<file path="config.mk">
export PLATFORM = sky130hd
export DESIGN_NAME = fb_pixel_writer
export DESIGN_NICKNAME = d
export VERILOG_FILES = /design/src/rtl/fb_pixel_writer.sv
export SDC_FILE = /design/constraint.sdc
export NUM_CORES = 1
export LEC_CHECK = 0
export CORE_AREA = 2 2 120 122
export DETAILED_ROUTE_END_ITERATION = 8
export DIE_AREA = 0 0 122 124
export PLACE_DENSITY = 0.79
export RECOVER_POWER = 25
export SLEW_MARGIN = 20
export SYNTH_ARGS = -nofsm -noshare
export SYNTH_HDL_FRONTEND = slang
export SYNTH_SLANG_ARGS = --single-unit
</file>
<file path="constraint.sdc">
create_clock -name clk -period 2.1 [get_ports clk]
set_input_delay 0.315 -clock clk [delete_from_list [all_inputs] [get_ports clk]]
set_output_delay 0.315 -clock clk [all_outputs]
set_load 0.1 [all_outputs]
</file>
<file path="src/rtl/fb_pixel_writer.sv">
// Framebuffer pixel writer: packs 24-bit pixels to RGB565, computes linear
// addresses y*H_RES+x and queues them as memory write requests through a
// small FIFO. Pulses frame_done after the frame's last pixel is written.
// Ports: clk, rst_n (async low); in_valid/in_ready/in_pixel/in_x/in_y pixel
// stream; mem_wr_valid/mem_wr_ready/mem_wr_addr/mem_wr_data write port;
// frame_done (1-cycle pulse); coord_err (sticky out-of-range drop flag).
module fb_pixel_writer #(
  parameter int H_RES      = 640,
  parameter int V_RES      = 480,
  parameter int FIFO_DEPTH = 4,
  parameter int ADDR_W     = 19
) (
  input  logic              clk,
  input  logic              rst_n,
  input  logic              in_valid,
  output logic              in_ready,
  input  logic [23:0]       in_pixel,
  input  logic [9:0]        in_x,
  input  logic [9:0]        in_y,
  output logic              mem_wr_valid,
  input  logic              mem_wr_ready,
  output logic [ADDR_W-1:0] mem_wr_addr,
  output logic [15:0]       mem_wr_data,
  output logic              frame_done,
  output logic              coord_err
);

  localparam int LP_PW = $clog2(FIFO_DEPTH);
  localparam int LP_CW = LP_PW + 1;
  localparam logic [LP_CW-1:0] LP_FULL = LP_CW'(FIFO_DEPTH);
  localparam logic [ADDR_W-1:0] LP_HRES = ADDR_W'(H_RES);

  typedef enum logic {
    S_RUN,
    S_DRAIN
  } state_t;

  state_t             r_state;
  logic [ADDR_W-1:0]  r_addr [FIFO_DEPTH];
  logic [15:0]        r_data [FIFO_DEPTH];
  logic               r_last [FIFO_DEPTH];
  logic [LP_PW-1:0]   r_wr_ptr;
  logic [LP_PW-1:0]   r_rd_ptr;
  logic [LP_CW-1:0]   r_count;
  logic               r_frame_done;
  logic               r_coord_err;

  logic               w_in_range;
  logic               w_is_last;
  logic               w_accept;
  logic               w_push;
  logic               w_pop;
  logic [ADDR_W-1:0]  w_addr;
  logic [15:0]        w_rgb565;
  logic               w_unused_bits;

  assign w_in_range = (32'(in_x) < 32'(H_RES))
                   && (32'(in_y) < 32'(V_RES));
  assign w_is_last  = (32'(in_x) == 32'(H_RES - 1))
                   && (32'(in_y) == 32'(V_RES - 1));
  assign w_addr     = ADDR_W'(in_y) * LP_HRES
                    + ADDR_W'(in_x);
  assign w_rgb565   = {in_pixel[23:19],
                       in_pixel[15:10],
                       in_pixel[7:3]};

  // Low-order colour bits are truncated by the RGB565 packing.
  assign w_unused_bits = ^{in_pixel[18:16],
                           in_pixel[9:8],
                           in_pixel[2:0]};

  // Gated by rst_n so the stream sees not-ready during reset.
  assign in_ready = rst_n
                  & (r_state == S_RUN)
                  & (r_count < LP_FULL);

  assign w_accept = in_valid & in_ready;
  assign w_push   = w_accept & w_in_range;
  assign w_pop    = mem_wr_valid & mem_wr_ready;

  assign mem_wr_valid = (r_count != '0);
  assign mem_wr_addr  = r_addr[r_rd_ptr];
  assign mem_wr_data  = r_data[r_rd_ptr];
  assign frame_done   = r_frame_done;
  assign coord_err    = r_coord_err;

  always_ff @(posedge clk or negedge rst_n) begin
    if (!rst_n) begin
      for (int i = 0; i < FIFO_DEPTH; i++) begin
        r_addr[i] <= '0;
        r_data[i] <= '0;
        r_last[i] <= 1'b0;
      end
      r_wr_ptr     <= '0;
      r_rd_ptr     <= '0;
      r_count      <= '0;
      r_state      <= S_RUN;
      r_frame_done <= 1'b0;
      r_coord_err  <= 1'b0;
    end else begin
      r_frame_done <= 1'b0;

      if (w_push) begin
        r_addr[r_wr_ptr] <= w_addr;
        r_data[r_wr_ptr] <= w_rgb565;
        r_last[r_wr_ptr] <= w_is_last;
        r_wr_ptr         <= r_wr_ptr + 1'b1;
      end

      if (w_pop) begin
        r_rd_ptr <= r_rd_ptr + 1'b1;
      end

      unique case ({w_push, w_pop})
        2'b10:   r_count <= r_count + 1'b1;
        2'b01:   r_count <= r_count - 1'b1;
        default: r_count <= r_count;
      endcase

      if (w_accept && !w_in_range) begin
        r_coord_err <= 1'b1;
      end

      unique case (r_state)
        S_RUN: begin
          if (w_push && w_is_last) begin
            r_state <= S_DRAIN;
          end
        end
        S_DRAIN: begin
          if (w_pop && r_last[r_rd_ptr]) begin
            r_state      <= S_RUN;
            r_frame_done <= 1'b1;
          end
        end
        default: r_state <= S_RUN;
      endcase
    end
  end

endmodule
</file>
==> results.tsv, run 1 <==
metric	value	unit
yosys synthesis warning count	0	
number of vias in the routed layout	5358	
number of max-cap violations	1	
height of the die	124	µm
starting density of the core	55.5	%
drt first pass iters	5	
vias in the first global route	5773	
leftover overflow at the end of global routing	0	
dpl cells	817	
violated checks	max-capacitance violations, max-slew violations, negative setup slack	
Period Utilization, post-route	112	%
Crit Path Category	input pin to flip-flop	
detailed-placement wirelength estimate	11100	µm
clk_lat worst skew	420	ps
wire length after detailed routing	21300	µm
library cells used by synthesis	50	
dpl ws	-1050	ps
cell internal power dissipation	11.1	mW
cell type with the largest total area after synthesis	sky130_fd_sc_hd__dfrtp_1	
Syn Std Cell Area	7610	µm²
Critical Path Start Type	input pin	
sequential share of power	25.4	%
layout overhead on the synthesized area	42.6	%
Switch Pwr	8.19	mW
number of cells on the worst reg-to-reg path	8	
Bufs on Longest Clock Path	2	
setup TNS	-4830	ps
I/O pin count	87	
clock tree root buffer cell	sky130_fd_sc_hd__clkbuf_16	
LEAKAGE	5.03	nW
endpoint required time on the critical path	2390	ps
library cell appearing most often on the critical path	sky130_fd_sc_hd__ha_4	
sequential share of the synthesized area	50.6	%
standard-cell row count	43	
post-synthesis average cell area	14.4	µm²
CTS tree	done	
share of the synthesized area in the top cell type	50.6	%
total track usage	27.6	%
clock network fraction of total power	17.6	%
Gate Count Post-Synth	530	
global placement routability congestion	0.882	
Placed Area	9510	µm²
number of DRC violations after detailed-routing iteration 0	498	
final setup violation count	55	
Net count, final	750	
die span in x	122	µm
number of standard cells in the layout, taps in and fillers out	868	
Worst Hold Class	input pin to async pin	
TritonCTS sink count	154	
Worst setup EP type	flip-flop	
total count of hold-check failures in the final report	0	
Worst path max stage delay	530	ps
part of the power in combinational logic	57.0	%
actual transition at the worst max-transition pin	1940	ps
Worst Clk Skew	7.20	ps
switching fraction of total power	42.5	%
Seq cells post-synth	154	
final design area excluding fillers	10900	µm²
first-pass GRT wire length	31100	µm
maximum number of pins on one net before global-route repair	155	
routed vias/inst	6.17	
post-layout min period	2350	ps
antenna fix cells	0	
Final Slew Violations	155	
maximum resistive drop on vdd	1.24	mV
Max Fanout on Critical Path	4	
slew margin rel.	-29.0	%
Synth area leaders	sky130_fd_sc_hd__dfrtp_1, sky130_fd_sc_hd__mux4_2, sky130_fd_sc_hd__mux2_2	
Slowest-stage cell, CP	sky130_fd_sc_hd__fa_2	
area of the die	15100	µm²
final routed DRC violation total	0	
worst setup margin	-248	ps
count of antenna-violating nets left after detailed routing	0	
Fmax achieved	426	MHz
worst setup path startpoint	in_y[3]	
TritonCTS buffer count	17	
share of post-route cells with drive strength above 1	52.0	%
RSZ-0062 raised after global routing	true	
crit-path cells	buf_12 > ha_4 > ha_4 > fa_2 > o211ai_1 > nor2_1 > nand2_2 > nor4_4 > a31oi_4 > o31a_1	
areal power density over the cells	1780	nW/µm²
maximum level of the CTS H-tree	4	
average wire length per cell after detail routing	24.6	µm
Clock Pin Slew Worst Setup and Hold Paths	60	ps
outcome	finished with violations	
register-to-register path setup slack	80	ps
number of port buffers	78	
net count after synthesis	605	
Core ar.	13700	µm²
hold bufs inserted after CTS	0	
capturing point of the worst reg2reg path	r_count[2]	
worst reg2reg startpoint	r_count[0]	
data arrival time of the critical path	2640	ps
antenna violations before repair	0	
registers in the layout (all words and copies together), names as in the netlist:
register	count
coord_err	1
frame_done	1
r_addr	76
r_count	3
r_data	64
r_last	4
r_rd_ptr	2
r_state	1
r_wr_ptr	2
through the flow:
stage / total power [mW] / hold slack [ps] / utilization, %
after floorplan: 11.5 / 19.4 / -
after global placement: 14.6 / 456 / 69.3
after detailed placement: 14.9 / 467 / 69.3
after CTS: 18.9 / 103 / 77.5
after global routing: 19.9 / 509 / 79.1
final: 19.3 / 454 / 79.1
Yosys cell counts, drive strengths merged:
library cell,instances
or3,2
dfrtp,154
o211ai,1
fa,3
o21ai,34
clkbuf,8
nor4,2
nand3,2
xor2,11
mux2,104
xnor2,10
and3,1
o2111ai,1
and4,1
ha,24
and4b,1
and2,2
a211o,5
inv,10
o31ai,1
o31a,5
a21o,4
nor2b,1
mux2i,1
a31o,1
nand2,44
nand4,2
buf,21
a211oi,6
nor2,9
o21a,2
a21oi,5
nor3,3
nand4b,1
nor3b,1
a31oi,3
nor4b,4
nand2b,4
mux4,36
layer usage:
layer / track usage (%) / up-vias / part of all wire, %
met5: 0 / - / 0
met4: 12.8 / 0 / 4.3
met3: 5.27 / 78 / 4.8
met2: 47.9 / 231 / 52
met1: 33.4 / 2812 / 39
li1: - / 2237 / -
power groups by stage:
| stage | sequential [mW] | combinational [mW] | clock [mW] |
|---|---|---|---|
| after floorplan | 4.57 | 6.89 | 0 |
| after global placement | 4.67 | 9.98 | 0 |
| after detailed placement | 4.79 | 10.2 | 0 |
| after CTS | 4.80 | 10.7 | 3.40 |
| after global routing | 5.00 | 11.4 | 3.55 |
| final | 4.90 | 11.0 | 3.40 |
logic make-up after synthesis:
group	after synthesis	synth area share (%)
xor gates and xnor gates	21	2.51
and+or+nand+nor	80	5.52
buffers and inverters	39	3.25
muxes	141	27.6
adders and majority gates	27	4.73
DFF	154	50.6
AOI/OAI and AO/OA	68	5.70
critical path: cells and delay by family:
family | cells | cell delay, ps
and+or+nand+nor | 3 | 650
buffers and inverters | 1 | 100
AOI/OAI and AO/OA | 3 | 620
adders and majority gates | 3 | 930
worst max-delay path by stage:
stage,end,slack [ps],cells after the start
2_1_floorplan,r_count[2],-490,10
3_3_place_gp,r_addr[75],-970,10
3_5_place_dp,r_addr[37],-1050,10
4_1_cts,mem_wr_addr[14],-100,4
5_1_grt,r_addr[18],-320,10
6_report,r_addr[18],-250,10
cells in the final DEF, fill, tap and decap left out, types with 4 or more instances in the layout:
cell,instances
sky130_fd_sc_hd__mux2_2,56
sky130_fd_sc_hd__nor2_1,6
sky130_fd_sc_hd__buf_6,8
sky130_fd_sc_hd__a21o_1,4
sky130_fd_sc_hd__mux2_1,6
sky130_fd_sc_hd__a211o_1,4
sky130_fd_sc_hd__inv_1,8
sky130_fd_sc_hd__o21ai_0,20
sky130_fd_sc_hd__nand2b_1,4
sky130_fd_sc_hd__buf_4,58
sky130_fd_sc_hd__nand2_2,6
sky130_fd_sc_hd__bufinv_16,4
sky130_fd_sc_hd__xnor2_2,4
sky130_fd_sc_hd__mux4_2,36
sky130_fd_sc_hd__clkbuf_8,7
sky130_fd_sc_hd__ha_4,18
sky130_fd_sc_hd__nand2_1,38
sky130_fd_sc_hd__mux2_4,42
sky130_fd_sc_hd__o31a_1,5
sky130_fd_sc_hd__o21ai_1,14
sky130_fd_sc_hd__xor2_1,6
sky130_fd_sc_hd__ha_1,5
sky130_fd_sc_hd__buf_12,51
sky130_fd_sc_hd__clkdlybuf4s50_1,26
sky130_fd_sc_hd__clkbuf_16,18
sky130_fd_sc_hd__dfrtp_1,152
timing repair:
action | in CTS | in global routing
setup buffers | 10 | 7
pin swaps | 28 | 7
gates cloned | 3 | 1
endpoints found under the setup margin | 149 | 102
resized for setup | 83 | 29
cell type report:
| class | count | area [µm²] |
|---|---|---|
| clock buffer | 27 | 533 |
| clock inverter | 5 | 128 |
| fill | 696 | 2860 |
| inverter | 10 | 37.5 |
| multi-input combinational | 337 | 4090 |
| sequential | 154 | 3860 |
| tap | 180 | 225 |
| timing repair buffer | 155 | 1990 |
Note: power is estimated with default switching activity, not from simulation.
==> run 2, diff against run 1 <==
--- a/config.mk
+++ b/config.mk
@@ -8,7 +8,7 @@
 export CORE_AREA = 2 2 120 122
 export DETAILED_ROUTE_END_ITERATION = 8
 export DIE_AREA = 0 0 122 124
-export PLACE_DENSITY = 0.79
+export PLACE_DENSITY = 0.91
 export RECOVER_POWER = 25
 export SLEW_MARGIN = 20
 export SYNTH_ARGS = -nofsm -noshare
==> run 2 against run 1 <==
  * The flow finishes with violations (negative setup slack)
  * First-iteration DRC count is 5.8% higher
  * Power fell by 0.23%
  * Critical path depth fell by 1
  * Non-clock buffer count rose by 11
  * Combinational power is essentially flat
  * Clock skew up 2.9 ps
  * Highest routed layer unchanged
==> results.tsv, run 2 (same netlist as run 1, synthesis figures left out) <==
metric	value	unit	change
detailed-placement wirelength estimate	11900	µm	was 11100 µm
share of post-route cells with drive strength above 1	53.8	%	was 52.0%
leading registers by flop count	r_addr (76), r_data (64), r_last (4)		unchanged
Bufs on Longest Clock Path	2		unchanged
worst setup margin	-236	ps	was -248 ps
clk_lat worst skew	430	ps	was 420 ps
Worst setup EP type	flip-flop		unchanged
Placed Area	9540	µm²	was 9510 µm²
outcome	finished with violations		unchanged
data arrival time of the critical path	2690	ps	was 2640 ps
TritonCTS sink count	154		unchanged
Fmax achieved	428	MHz	was 426 MHz
maximum number of pins on one net before global-route repair	155		unchanged
Worst Clk Skew	10.1	ps	was 7.20 ps
endpoint required time on the critical path	2450	ps	was 2390 ps
TritonCTS buffer count	17		unchanged
number of cells on the worst reg-to-reg path	8		unchanged
flip-flop count of the largest register, all copies and words added	76		unchanged
height of the die	124	µm	unchanged
maximum level of the CTS H-tree	4		unchanged
final core occ	79.5	%	was 79.1%
final routed DRC violation total	0		unchanged
met2 layer wire length in the routed design	12500	µm	was 11100 µm
metal3 WL	1240	µm	was 1020 µm
fill cell instance count of the final layout	675		was 696
Clock Pin Slew Worst Setup and Hold Paths	60	ps	about the same
Critical Path Start Type	input pin		unchanged
die span in x	122	µm	unchanged
Largest Register	r_addr		unchanged
most common cell after layout, fill and taps aside	sky130_fd_sc_hd__dfrtp_1		unchanged
Crit Path Category	input pin to flip-flop		unchanged
vias in the first global route	6124		was 5773
starting density of the core	55.5	%	unchanged
Core ar.	13700	µm²	unchanged
standard-cell row count	43		unchanged
Final Slew Violations	0		was 155
LEAKAGE	5.08	nW	was 5.03 nW
routed vias/inst	6.42		was 6.17
actual transition at the worst max-transition pin	842	ps	was 1940 ps
hold_ws	237	ps	was 454 ps
final design area excluding fillers	10900	µm²	about the same
routed length on met1	8880	µm	was 8270 µm
dpl cells	823		was 817
maximum resistive drop on vdd	1.43	mV	was 1.24 mV
drt first pass iters	5		unchanged
global placement routability congestion	0.803		was 0.882
highest metal layer with signal wires	met4		unchanged
total count of hold-check failures in the final report	0		unchanged
Period Utilization, post-route	111	%	was 112%
antenna fix cells	0		unchanged
Net count, final	761		was 750
Max Fanout on Critical Path	3		was 4
number of max-cap violations	0		was 1
number of DRC violations after detailed-routing iteration 0	527		was 498
number of port buffers	78		unchanged
number of vias in the routed layout	5645		was 5358
total track usage	30.5	%	was 27.6%
slew margin rel.	43.9	%	was -29.0%
post-layout min period	2340	ps	was 2350 ps
violated checks	negative setup slack		was max-capacitance violations, max-slew violations, negative setup slack
average wire length per cell after detail routing	27.4	µm	was 24.6 µm
RSZ-0062 raised after global routing	true		unchanged
wire length after detailed routing	24100	µm	was 21300 µm
leftover overflow at the end of global routing	0		unchanged
Worst Hold Class	input pin to async pin		unchanged
hold bufs inserted after CTS	0		unchanged
overall power	19.2	mW	was 19.3 mW
final setup violation count	59		was 55
CTS tree	done		unchanged
number of standard cells in the layout, taps in and fillers out	879		was 868
clock tree root buffer cell	sky130_fd_sc_hd__clkbuf_16		unchanged
count of antenna-violating nets left after detailed routing	0		unchanged
most frequent cells in the layout	sky130_fd_sc_hd__dfrtp_1, sky130_fd_sc_hd__buf_4, sky130_fd_sc_hd__mux2_2		unchanged
first-pass GRT wire length	34100	µm	was 31100 µm
area of the die	15100	µm²	unchanged
layout overhead on the synthesized area	43.3	%	was 42.6%
antenna violations before repair	0		unchanged
I/O pin count	87		unchanged
areal power density over the cells	1760	nW/µm²	was 1780 nW/µm²
-- run 2: changes by cell type in the layout (fill, tap and decap cells not counted), sizes merged --
cell and delta:
dlygate4sd2 -1, clkinv +2, clkbuf +1, buf +11
bufinv -1, clkdlybuf4s15 -1
-- run 2: report_power, final --
group	internal, mW	total (mW)	switching [mW]
logic	4.60	10.9	6.34
registers	4.14	5.02	0.870
clock network	2.06	3.27	1.21
-- run 2: worst paths after layout --
kind | to | from | slack, ps
worst max-delay path | r_addr[74] | in_y[1] | -240
worst min-delay path | coord_err | rst_n | 240
worst max register to register | r_addr[55] | r_count[2] | -90
worst min register to register | r_data[44] | r_data[44] | 500
max in group asynchronous | r_addr[28] | rst_n | 1210
min in group clk | r_data[44] | r_data[44] | 500
-- run 2: per-stage QoR --
stage               TNS, ps  setup slack (ps)
floorplan            -45170              -491
detailed placement   -74810             -1060
CTS                   -3060              -122
global route          -6450              -212
global placement     -71500              -948
finish                -5100              -236
-- run 2: cell type report --
| cell class | count | area [µm²] | share of cell area [%] |
|---|---|---|---|
| Sequential cell | 154 | 3860 | 35.3 |
| Inverter | 10 | 37.5 | 0.344 |
| Clock buffer | 26 | 519 | 4.76 |
| Timing Repair Buffer | 166 | 1980 | 18.2 |
| Clock inverter | 6 | 108 | 0.986 |
| Multi-Input combinational cell | 337 | 4180 | 38.3 |
| Tap cell | 180 | 225 | 2.06 |
-- run 2: worst max-delay path: stages --
cell	delay, ps
sky130_fd_sc_hd__buf_8	100
sky130_fd_sc_hd__ha_4	240
sky130_fd_sc_hd__ha_4	160
sky130_fd_sc_hd__fa_2	580
sky130_fd_sc_hd__buf_6	120
sky130_fd_sc_hd__o2111ai_4	140
sky130_fd_sc_hd__or3_4	440
sky130_fd_sc_hd__nor4b_1	370
sky130_fd_sc_hd__a211o_1	210
-- run 2: repair_timing --
item                                    CTS  global route
setup buffers                            17            10
cloned                                    0             1
resized for setup                       101            35
pin swaps                                41            23
endpoints found under the setup margin  116           126
-- run 2: per-layer routing --
layer / GRT usage [%] / vias to the layer above
met5: 0 / -
met4: 16.6 / 0
met3: 5.77 / 114
met2: 54.4 / 299
met1: 34.9 / 2978
li1: - / 2254
==> run 3, diff against run 2 <==
--- a/config.mk
+++ b/config.mk
@@ -5,6 +5,7 @@
 export SDC_FILE = /design/constraint.sdc
 export NUM_CORES = 1
 export LEC_CHECK = 0
+export CAP_MARGIN = 25
 export CORE_AREA = 2 2 120 122
 export DETAILED_ROUTE_END_ITERATION = 8
 export DIE_AREA = 0 0 122 124
==> results of run 3 <==
Same layout as run 2: the final DEF is identical, and so are final timing and power.
